### src/rtl/fifo_pkg.sv
// Shared constants and pointer helper for the FIFO read-side controller.
package fifo_pkg;

    localparam int RAM_RD_LAT = 2;
    localparam int DEF_WIDTH  = 8;
    localparam int DEF_ADDR   = 13;

    // Modular difference a - b over the low w bits (w <= 32).
    function automatic logic [31:0] ptr_diff(input logic [31:0] a,
                                             input logic [31:0] b,
                                             input int unsigned w);
        logic [31:0] mask;
        mask = (w >= 32) ? '1 : ((32'd1 << w) - 32'd1);
        return (a - b) & mask;
    endfunction

endpackage

### src/rtl/fifo_rd_ctrl_if.sv
// RAM read port and downstream valid/ready stream of the FIFO read side.
interface fifo_rd_ctrl_if
    import fifo_pkg::*;
#(
    parameter int WIDTH = DEF_WIDTH,
    parameter int ADDR  = DEF_ADDR
) ();

    logic             rd_en;
    logic [ADDR-1:0]  rd_addr;
    logic [WIDTH-1:0] rd_dataout;
    logic [WIDTH-1:0] m_data;
    logic             m_valid;
    logic             m_ready;

    modport master (
        output rd_en, rd_addr, m_data, m_valid,
        input  rd_dataout, m_ready
    );

    modport slave (
        input  rd_en, rd_addr, m_data, m_valid,
        output rd_dataout, m_ready
    );

endinterface

### src/rtl/rd_out_buf.sv
// Small shift-register FIFO landing RAM read data; entry 0 is the registered stream head.
module rd_out_buf #(
    parameter int WIDTH = 8,
    parameter int DEPTH = 4
) (
    input  logic             rd_clk,
    input  logic             reset,
    input  logic             push,
    input  logic             pop,
    input  logic [WIDTH-1:0] din,
    output logic [WIDTH-1:0] head,
    output logic             valid
);

    localparam int CW = $clog2(DEPTH + 1);
    localparam int IW = $clog2(DEPTH);

    logic [WIDTH-1:0] mem [DEPTH];
    logic [CW-1:0]    cnt;
    logic [CW-1:0]    cnt_nxt;
    logic [CW-1:0]    wr_slot;

    always_comb begin
        cnt_nxt = cnt + CW'(push) - CW'(pop);
        wr_slot = pop ? (cnt - CW'(1)) : cnt;
    end

    always_ff @(posedge rd_clk) begin
        if (reset) begin
            cnt   <= '0;
            valid <= 1'b0;
            for (int i = 0; i < DEPTH; i++) mem[i] <= '0;
        end else begin
            if (pop) begin
                for (int i = 0; i < DEPTH - 1; i++) mem[i] <= mem[i + 1];
            end
            // The credit scheme upstream keeps push from ever landing on a full buffer.
            if (push && (wr_slot < CW'(DEPTH))) mem[wr_slot[IW-1:0]] <= din;
            cnt   <= cnt_nxt;
            valid <= (cnt_nxt != '0);
        end
    end

    assign head = mem[0];

endmodule

### src/rtl/fifo_rd_ctrl.sv
// FIFO read-side controller: issues RAM reads against a credit count and streams the
// returned words out through a registered buffer.
module fifo_rd_ctrl
    import fifo_pkg::*;
#(
    parameter int WIDTH     = DEF_WIDTH,
    parameter int ADDR      = DEF_ADDR,
    parameter int BUF_DEPTH = 4
) (
    input  logic            rd_clk,
    input  logic            reset,
    input  logic [ADDR:0]   wr_ptr,
    output logic [ADDR:0]   rd_ptr,
    output logic            empty,
    output logic [ADDR:0]   rd_count,
    fifo_rd_ctrl_if.master  bus
);

    localparam int OW = $clog2(BUF_DEPTH + 1);

    logic [OW-1:0]         occ;
    logic [OW-1:0]         occ_nxt;
    logic [RAM_RD_LAT-1:0] tags;
    logic [ADDR:0]         rd_ptr_nxt;
    logic                  issue;
    logic                  buf_push;
    logic                  buf_pop;

    // occ covers in-flight plus buffered words, so an issue always has a buffer slot waiting.
    assign issue    = !empty && (occ < OW'(BUF_DEPTH));
    assign buf_push = tags[RAM_RD_LAT-1];
    assign buf_pop  = bus.m_valid && bus.m_ready;

    assign bus.rd_en   = issue;
    assign bus.rd_addr = rd_ptr[ADDR-1:0];

    always_comb begin
        rd_ptr_nxt = rd_ptr + (ADDR+1)'(issue);
        occ_nxt    = occ + OW'(issue) - OW'(buf_pop);
    end

    always_ff @(posedge rd_clk) begin
        if (reset) begin
            rd_ptr   <= '0;
            occ      <= '0;
            tags     <= '0;
            empty    <= 1'b1;
            rd_count <= '0;
        end else begin
            rd_ptr   <= rd_ptr_nxt;
            occ      <= occ_nxt;
            tags     <= {tags[RAM_RD_LAT-2:0], issue};
            empty    <= (wr_ptr == rd_ptr_nxt);
            rd_count <= (ADDR+1)'(ptr_diff(32'(wr_ptr), 32'(rd_ptr_nxt), ADDR + 1));
        end
    end

    rd_out_buf #(
        .WIDTH (WIDTH),
        .DEPTH (BUF_DEPTH)
    ) u_buf (
        .rd_clk (rd_clk),
        .reset  (reset),
        .push   (buf_push),
        .pop    (buf_pop),
        .din    (bus.rd_dataout),
        .head   (bus.m_data),
        .valid  (bus.m_valid)
    );

endmodule

### src/flat_wrapper.sv
// flat-port wrapper written by rule: the top's interface ports become plain ports
module fifo_rd_ctrl_flat import fifo_pkg::*;
#(
    parameter int WIDTH     = DEF_WIDTH,
    parameter int ADDR      = DEF_ADDR,
    parameter int BUF_DEPTH = 4
)
  (rd_clk, reset, wr_ptr, rd_ptr, empty, rd_count, bus_rd_en, bus_rd_addr, bus_m_data, bus_m_valid, bus_rd_dataout, bus_m_ready);
  fifo_rd_ctrl_if #(.WIDTH(WIDTH), .ADDR(ADDR)) bus_i ();
  input  logic rd_clk;
  input  logic reset;
  input  logic [ADDR:0] wr_ptr;
  output logic [ADDR:0] rd_ptr;
  output logic empty;
  output logic [ADDR:0] rd_count;
  output wire logic [$bits(bus_i.rd_en)-1:0] bus_rd_en;
  output wire logic [$bits(bus_i.rd_addr)-1:0] bus_rd_addr;
  output wire logic [$bits(bus_i.m_data)-1:0] bus_m_data;
  output wire logic [$bits(bus_i.m_valid)-1:0] bus_m_valid;
  input wire logic [$bits(bus_i.rd_dataout)-1:0] bus_rd_dataout;
  input wire logic [$bits(bus_i.m_ready)-1:0] bus_m_ready;
  assign bus_rd_en = bus_i.rd_en;
  assign bus_rd_addr = bus_i.rd_addr;
  assign bus_m_data = bus_i.m_data;
  assign bus_m_valid = bus_i.m_valid;
  assign bus_i.rd_dataout = bus_rd_dataout;
  assign bus_i.m_ready = bus_m_ready;
  fifo_rd_ctrl #(.WIDTH(WIDTH), .ADDR(ADDR), .BUF_DEPTH(BUF_DEPTH)) u_core (.rd_clk(rd_clk), .reset(reset), .wr_ptr(wr_ptr), .rd_ptr(rd_ptr), .empty(empty), .rd_count(rd_count), .bus(bus_i));
endmodule
### config.mk
export PLATFORM = sky130hd
export DESIGN_NAME = fifo_rd_ctrl_flat
export DESIGN_NICKNAME = d
export VERILOG_FILES = /design/src/rtl/fifo_pkg.sv /design/src/rtl/fifo_rd_ctrl_if.sv /design/src/rtl/rd_out_buf.sv /design/src/rtl/fifo_rd_ctrl.sv /design/src/flat_wrapper.sv
export SDC_FILE = /design/constraint.sdc
export NUM_CORES = 1
export LEC_CHECK = 0
export BUFFER_PORTS_ARGS = -buffer_cell sky130_fd_sc_hd__buf_2
export CORE_ASPECT_RATIO = 1.5
export CORE_UTILIZATION = 30
export CTS_CLUSTER_SIZE = 20
export DETAILED_ROUTE_END_ITERATION = 6
export SYNTH_ARGS = -nofsm -noshare
export SYNTH_HDL_FRONTEND = slang
export SYNTH_SLANG_ARGS = --single-unit
### constraint.sdc
create_clock -name rd_clk -period 3.66 [get_ports rd_clk]
set_clock_uncertainty 0.1 [all_clocks]
set_input_delay 0.366 -clock rd_clk [delete_from_list [all_inputs] [get_ports rd_clk]]
set_output_delay 0.366 -clock rd_clk [all_outputs]
set_load 0.05 [all_outputs]
==> results.md, run 1 <==
- Outcome: completed
- Yosys reg bits: 70
- Drt pass-1 iters: 4
- Area growth syn-to-layout: 20.6%
- # DRC: 0
- Starting Density: 30.8%
- P_int: 1.63 mW
- Final WL: 7400 um
- CP Max Fanout: 6
- Internal reg-to-reg setup slack: 0.27 ns
- Crit path launch type: flop
- Leak Pwr: 1.83 nW
- Final setup violating endpoints: 0
- Buffers on Ports: 76
- Async set-reset flop share out of synthesis: 0%
- Die Wd: 90.9 um
- Worst slew pin tran: 0.825 ns
- CTS root buffer: clkbuf_16
- WHS Endpoint: u_core.u_buf.mem[0][3]$_DFFE_PP_
- Worst-skew pair later-pin latency: 0.33 ns
- Max Cap Viol: 0
- Cell area after layout: 0.00429 sq mm
- Clock Path Buffers: 2
- # rows: 48
- Remaining global-route overflow: 0
- Total power: 2.51 mW
- Crit path capture type: flop
- Hold Path Depth: 3
- CTS tree: built
- Number of global-route vias before repair: 2719
- Cts hold-fix bufs: 0
- Clock share of power: 32.8%
- CTS Buf Count: 9
- Slew headroom: 45.0%
- Clock sink total: 70
- Peak VDD IR: 0.000236 V
- Max H-tree Level: 3
- Placed instance area: 0.00401 sq mm
- R2R depth: 16
- RSZ-0062 raised after global routing: false
- Fin. max-slew vios: 0
- Most common library cells after synthesis: dfxtp_1 (38), nor2_1 (38), edfxtp_1 (32), nand2_1 (29), o21ai_0 (29)
- Syn Nets: 406
- Number of enable flip-flop cells after synthesis: 32
- First-pass GRT wire length: 12500 um
- GR Util met1: 13.9%
- Final period util: 92.7%
- Crit path DAT: 3.48 ns
- Switching share of power: 34.9%
- Critical path required time: 3.75 ns
- GR Layer Usage met2: 23.7%
- Post-synthesis sequential area ratio: 48.4%
- Most frequently used flop master after synthesis: dfxtp_1
- Die ar.: 0.0123 sq mm
- Synth warn: 0
- Antenna cells: 0
- Clock transition at path regs: 0.06 ns
- Sequential Power Share: 40.0%
- Min Hold Slack: 0.252 ns
- Met3 global-route usage: 2.75%
- WL/cell: 12.8 um
- Initial antenna violation count: 0
- Fin. Hold Viols: 0
- Final #Nets: 471
- TNS Setup: 0 ns
- Synth area leaders: edfxtp_1 (27%), dfxtp_1 (21%), ha_1 (6.3%)
- FF-to-FF Start: u_core.occ[2]$_SDFF_PP0_
- Total track usage: 12.9%
- Net Sw Power: 0.875 mW
- Mapped Area: 0.00355 sq mm
- Largest net degree at the start of global routing: 46
- IO Pins: 77
- PD cells: 585 mW/mm^2
- Routed vias: 2691
- Combinational share of power: 27.2%
- Yosys top cell area share: 27.0%
- CP Class: flop to flop
- CORE AREA: 0.0115 sq mm
- HP Class: input pin to flop
- Mapped Cells: 360
- Layout cells sized above 1: 24.7%
- Global routing's busiest layer: met2
- DR vias/cell: 4.64
- Worst flop-to-flop path endpoint: u_core.rd_count[13]$_SDFF_PP0_
- Chip Height: 135 um
- Post-synth top area cell: edfxtp_1
- Hold path start: bus_rd_dataout[3]
- HPWL after DPL: 5550 um
- Synth Area per Inst: 9.87 sq um
- Final ANT Viol Nets: 0
- Post-synth cell types: 44
- Routability cong.: 0.850
- Final min period: 3.39 ns
- Initial DRC count: 60
- Max Fclk: 295 MHz
[metal layers]
layer / up-vias / share of wire, % / wire [um]
li1: 1354 / - / -
met1: 1230 / 40 / 2990
met2: 90 / 52 / 3820
met3: 17 / 5.2 / 382
met4: 0 / 2.6 / 194
met5: - / 0 / 0
[per-stage QoR]
step / std cells / setup WS, ns / utilization, %
final: 580 / 0.267 / 37.2
after global routing: 580 / 0.0445 / 37.2
after CTS: 580 / 0.218 / 37.2
after detailed placement: 564 / 0.237 / 34.7
after global placement: 564 / 0.340 / 34.7
after floorplan: 360 / 0.0621 / -
[worst max-delay path, stage by stage, from the launching register on]
cell and delay [ns]:
dfxtp_1 0.34, nor2_4 0.14, ha_1 0.17, ha_1 0.21
nand2_1 0.08, nor2_2 0.17, and3_1 0.26, nand3_1 0.11
xor2_1 0.17, ha_1 0.36, a21o_1 0.22, a21o_1 0.19
a21o_1 0.19, a211oi_1 0.22, a211oi_1 0.12, xnor2_1 0.15
nor2_1 0.05
[layout make-up]
| type | count | area [sq um] |
|---|---|---|
| fill | 1222 | 7240 |
| clock buffer | 9 | 225 |
| timing repair buffer | 78 | 395 |
| clock inverter | 7 | 53.8 |
| sequential | 70 | 1720 |
| inverter | 21 | 78.8 |
| multi-input combinational | 245 | 1630 |
| tap | 150 | 188 |
[layout by cell type (no fill, tap or decap), types with 2 or more instances in the layout]
| cell | instances |
|---|---|
| fa_1 | 3 |
| nor2b_1 | 10 |
| nand2b_1 | 2 |
| o21a_1 | 2 |
| o21ai_0 | 29 |
| buf_2 | 76 |
| and3_1 | 3 |
| or2_2 | 2 |
| nor3_1 | 7 |
| nand3b_1 | 2 |
| maj3_1 | 3 |
| and2_1 | 9 |
| a211oi_1 | 3 |
| nand3_1 | 23 |
| nand4_1 | 2 |
| clkbuf_16 | 9 |
| dfxtp_1 | 38 |
| buf_4 | 2 |
| nor2_1 | 36 |
| xor2_1 | 12 |
| a31oi_1 | 2 |
| inv_6 | 4 |
| a21oi_1 | 8 |
| xnor2_1 | 15 |
| ha_1 | 18 |
| edfxtp_1 | 32 |
| inv_1 | 21 |
| a21o_1 | 7 |
| nand2_1 | 29 |
[state kept, by name, summed over array words and instances, names as in the netlist]
| name | flops |
|---|---|
| u_core.rd_ptr | 14 |
| u_core.u_buf.mem | 32 |
| u_core.empty | 1 |
| u_core.tags | 2 |
| u_core.rd_count | 14 |
| u_core.u_buf.valid | 1 |
| u_core.u_buf.cnt | 3 |
| u_core.occ | 3 |
[cells by family after synthesis]
logic type | share of synthesized area, %
DFF | 48.4
xor gates and xnor gates | 7.11
AOI/OAI and AO/OA | 10.6
muxes | 0.915
adders and majority gates | 9.19
buffers and inverters | 6.12
and+or+nand+nor | 17.6
[worst max-delay path by stage]
| stage | from | slack (ns) | end |
|---|---|---|---|
| finish | u_core.occ[2]$_SDFF_PP0_ | 0.27 | u_core.rd_count[13]$_SDFF_PP0_ |
| global placement | u_core.occ[2]$_SDFF_PP0_ | 0.34 | u_core.rd_count[13]$_SDFF_PP0_ |
| global route | u_core.occ[2]$_SDFF_PP0_ | 0.04 | u_core.rd_count[13]$_SDFF_PP0_ |
| floorplan | u_core.empty$_SDFF_PP1_ | 0.06 | u_core.rd_count[13]$_SDFF_PP0_ |
| detailed placement | u_core.occ[2]$_SDFF_PP0_ | 0.24 | u_core.rd_count[13]$_SDFF_PP0_ |
| CTS | u_core.occ[2]$_SDFF_PP0_ | 0.22 | u_core.rd_count[13]$_SDFF_PP0_ |
[timing repair]
| action | 4_1_cts | 5_1_grt |
|---|---|---|
| setup buffers | 0 | 0 |
| gates resized for setup | 0 | 1 |
| setup endpoints to repair | 0 | 1 |
[power by group through the flow]
| stage | clock [mW] | sequential [mW] | combinational, mW |
|---|---|---|---|
| after floorplan | 0 | 1.19 | 0.364 |
| after global placement | 0 | 1.02 | 0.675 |
| after detailed placement | 0 | 1.02 | 0.688 |
| after CTS | 0.849 | 1.01 | 0.693 |
| after global routing | 0.883 | 1.02 | 0.761 |
| final | 0.823 | 1.00 | 0.681 |
No activity file was read; power rests on OpenSTA's default activity.
==> run 2: changes to the inputs <==
RECOVER_POWER = 50   (was unset)
==> run 2 against run 1 <==
Compared with the run above:
- die area unchanged
- setup slack improved by 0.0047 ns
- combinational power is 2% lower
- cell area decreased by 2.1%
- first-iteration DRC count rose by 5.0%
- sequential power about the same
- non-clock buffer count did not move
==> results.md, run 2 (same netlist as run 1, synthesis figures left out) <==
- Fillers: 1243
- Postcts setup bufs: 0
- Clock transition at path regs: 0.06 ns
- Chip Height: 135 um
- RSZ-0062 raised after global routing: false
- Remaining global-route overflow: 0
- Largest registers: u_core.u_buf.mem (32), u_core.rd_count (14), u_core.rd_ptr (14)
- Final #Nets: 471
- Hold Path Depth: 3
- R2R depth: 16
- Reg with most FFs: u_core.u_buf.mem
- Max Fclk: 295 MHz
- Initial DRC count: 63
- Worst-skew pair later-pin latency: 0.33 ns
- Buffers on Ports: 76
- Number of global-route vias before repair: 2719
- Area growth syn-to-layout: 18.1%
- Total track usage: 12.9%
- Routed vias: 2705
- Hold path start: bus_rd_dataout[3]
- Final ANT Viol Nets: 0
- CTS tree: built
- TNS Setup: 0 ns
- HP Class: input pin to flop
- PD cells: 593 mW/mm^2
- Min Hold Slack: 0.251 ns
- Largest net degree at the start of global routing: 46
- Crit path DAT: 3.48 ns
- CP Class: flop to flop
- # DRC: 0
- WL/cell: 12.8 um
- Leading cell type in the layout, fill and taps excluded: clkbuf_1
- Critical path required time: 3.75 ns
- Leak Pwr: 1.62 nW
- Final setup violating endpoints: 0
- Clock Path Buffers: 2
- Initial antenna violation count: 0
- Fin util: 36.4%
- CTS Buf Count: 9
- Worst slew pin tran: 0.827 ns
- Cts hold-fix bufs: 0
- Peak VDD IR: 0.000236 V
- Worst flop-to-flop path endpoint: u_core.rd_count[13]$_SDFF_PP0_
- Most frequent cells in the layout: clkbuf_1 (53), dfxtp_1 (38), nor2_1 (36), edfxtp_1 (32)
- FF-to-FF Start: u_core.occ[2]$_SDFF_PP0_
- CTS root buffer: clkbuf_16
- HPWL after DPL: 5550 um
- Die ar.: 0.0123 sq mm
- Crit path launch type: flop
- Outcome: completed
- Antenna cells: 0
- Crit path capture type: flop
- Routability cong.: 0.850
- Max Cap Viol: 0
- Final min period: 3.39 ns
- Max H-tree Level: 3
- Final period util: 92.6%
- WHS Endpoint: u_core.u_buf.mem[0][3]$_DFFE_PP_
- Layout cells sized above 1: 11.9%
- Clock sink total: 70
- Die Wd: 90.9 um
- # rows: 48
- Final WL: 7420 um
- First-pass GRT wire length: 12500 um
- CP Max Fanout: 6
- DR vias/cell: 4.66
- Drt pass-1 iters: 4
- IO Pins: 77
- Fin. max-slew vios: 0
- Max reg flops: 32
- CORE AREA: 0.0115 sq mm
- Starting Density: 30.8%
- Fin. Hold Viols: 0
- Internal reg-to-reg setup slack: 0.27 ns
- Slew headroom: 44.9%
==> run 2: how the worst max path moves through the flow <==
stage	startpoint	end	slack [ns]	cells past startpoint
floorplan	u_core.empty$_SDFF_PP1_	u_core.rd_count[13]$_SDFF_PP0_	0.06	16
global placement	u_core.occ[2]$_SDFF_PP0_	u_core.rd_count[13]$_SDFF_PP0_	0.34	16
detailed placement	u_core.occ[2]$_SDFF_PP0_	u_core.rd_count[13]$_SDFF_PP0_	0.24	16
CTS	u_core.occ[2]$_SDFF_PP0_	u_core.rd_count[13]$_SDFF_PP0_	0.22	16
global route	u_core.occ[2]$_SDFF_PP0_	u_core.rd_count[13]$_SDFF_PP0_	0.05	16
finish	u_core.occ[2]$_SDFF_PP0_	u_core.rd_count[13]$_SDFF_PP0_	0.27	16
==> run 2: cell type report <==
| cell class | count | area, sq um | share of cell area [%] |
|---|---|---|---|
| inverter | 21 | 78.8 | 1.88 |
| clock inverter | 7 | 53.8 | 1.28 |
| multi-input combinational | 245 | 1610 | 38.2 |
| tap | 150 | 188 | 4.47 |
| sequential | 70 | 1720 | 41.0 |
| timing repair buffer | 78 | 327 | 7.78 |
| clock buffer | 9 | 225 | 5.36 |
==> run 2: worst max-delay path: stages, from the launching register on <==
cell      delay, ns
dfxtp_1        0.34
nor2_4         0.14
ha_1           0.17
ha_1           0.21
nand2_1        0.08
nor2_2         0.17
and3_1         0.26
nand3_1        0.11
xor2_1         0.17
ha_1           0.36
a21o_1         0.22
a21o_1         0.19
a21o_1         0.19
a211oi_1       0.22
a211oi_1       0.13
xnor2_1        0.15
nor2_1         0.05
==> run 2: through the flow <==
| step | cells | total power [mW] | cell area, sq um | worst slack [ns] |
|---|---|---|---|---|
| 2_1_floorplan | 360 | 1.55 | 3560 | 0.0621 |
| 3_3_place_gp | 564 | 1.69 | 4010 | 0.340 |
| 3_5_place_dp | 564 | 1.71 | 4010 | 0.237 |
| 4_1_cts | 580 | 2.55 | 4290 | 0.218 |
| 5_1_grt | 580 | 2.64 | 4200 | 0.0454 |
| 6_report | 580 | 2.49 | 4200 | 0.272 |
==> run 2: repair_timing <==
item,4_1_cts,5_1_grt
setup endpoints to repair,0,1
hold endpoints to repair,0,0
gates resized for setup,0,1
==> run 2: metal layers <==
| layer | track usage [%] | vias up | wire length [um] |
|---|---|---|---|
| li1 | - | 1356 | - |
| met4 | 6.17 | 0 | 194 |
| met1 | 13.9 | 1238 | 2980 |
| met3 | 2.75 | 17 | 385 |
| met5 | 0 | - | 0 |
| met2 | 23.7 | 94 | 3860 |
==> run 2: where the power goes <==
group / internal (mW) / switching, mW
combinational: 0.203 / 0.461
sequential: 0.946 / 0.0574
clock: 0.466 / 0.357
total: 1.62 / 0.876
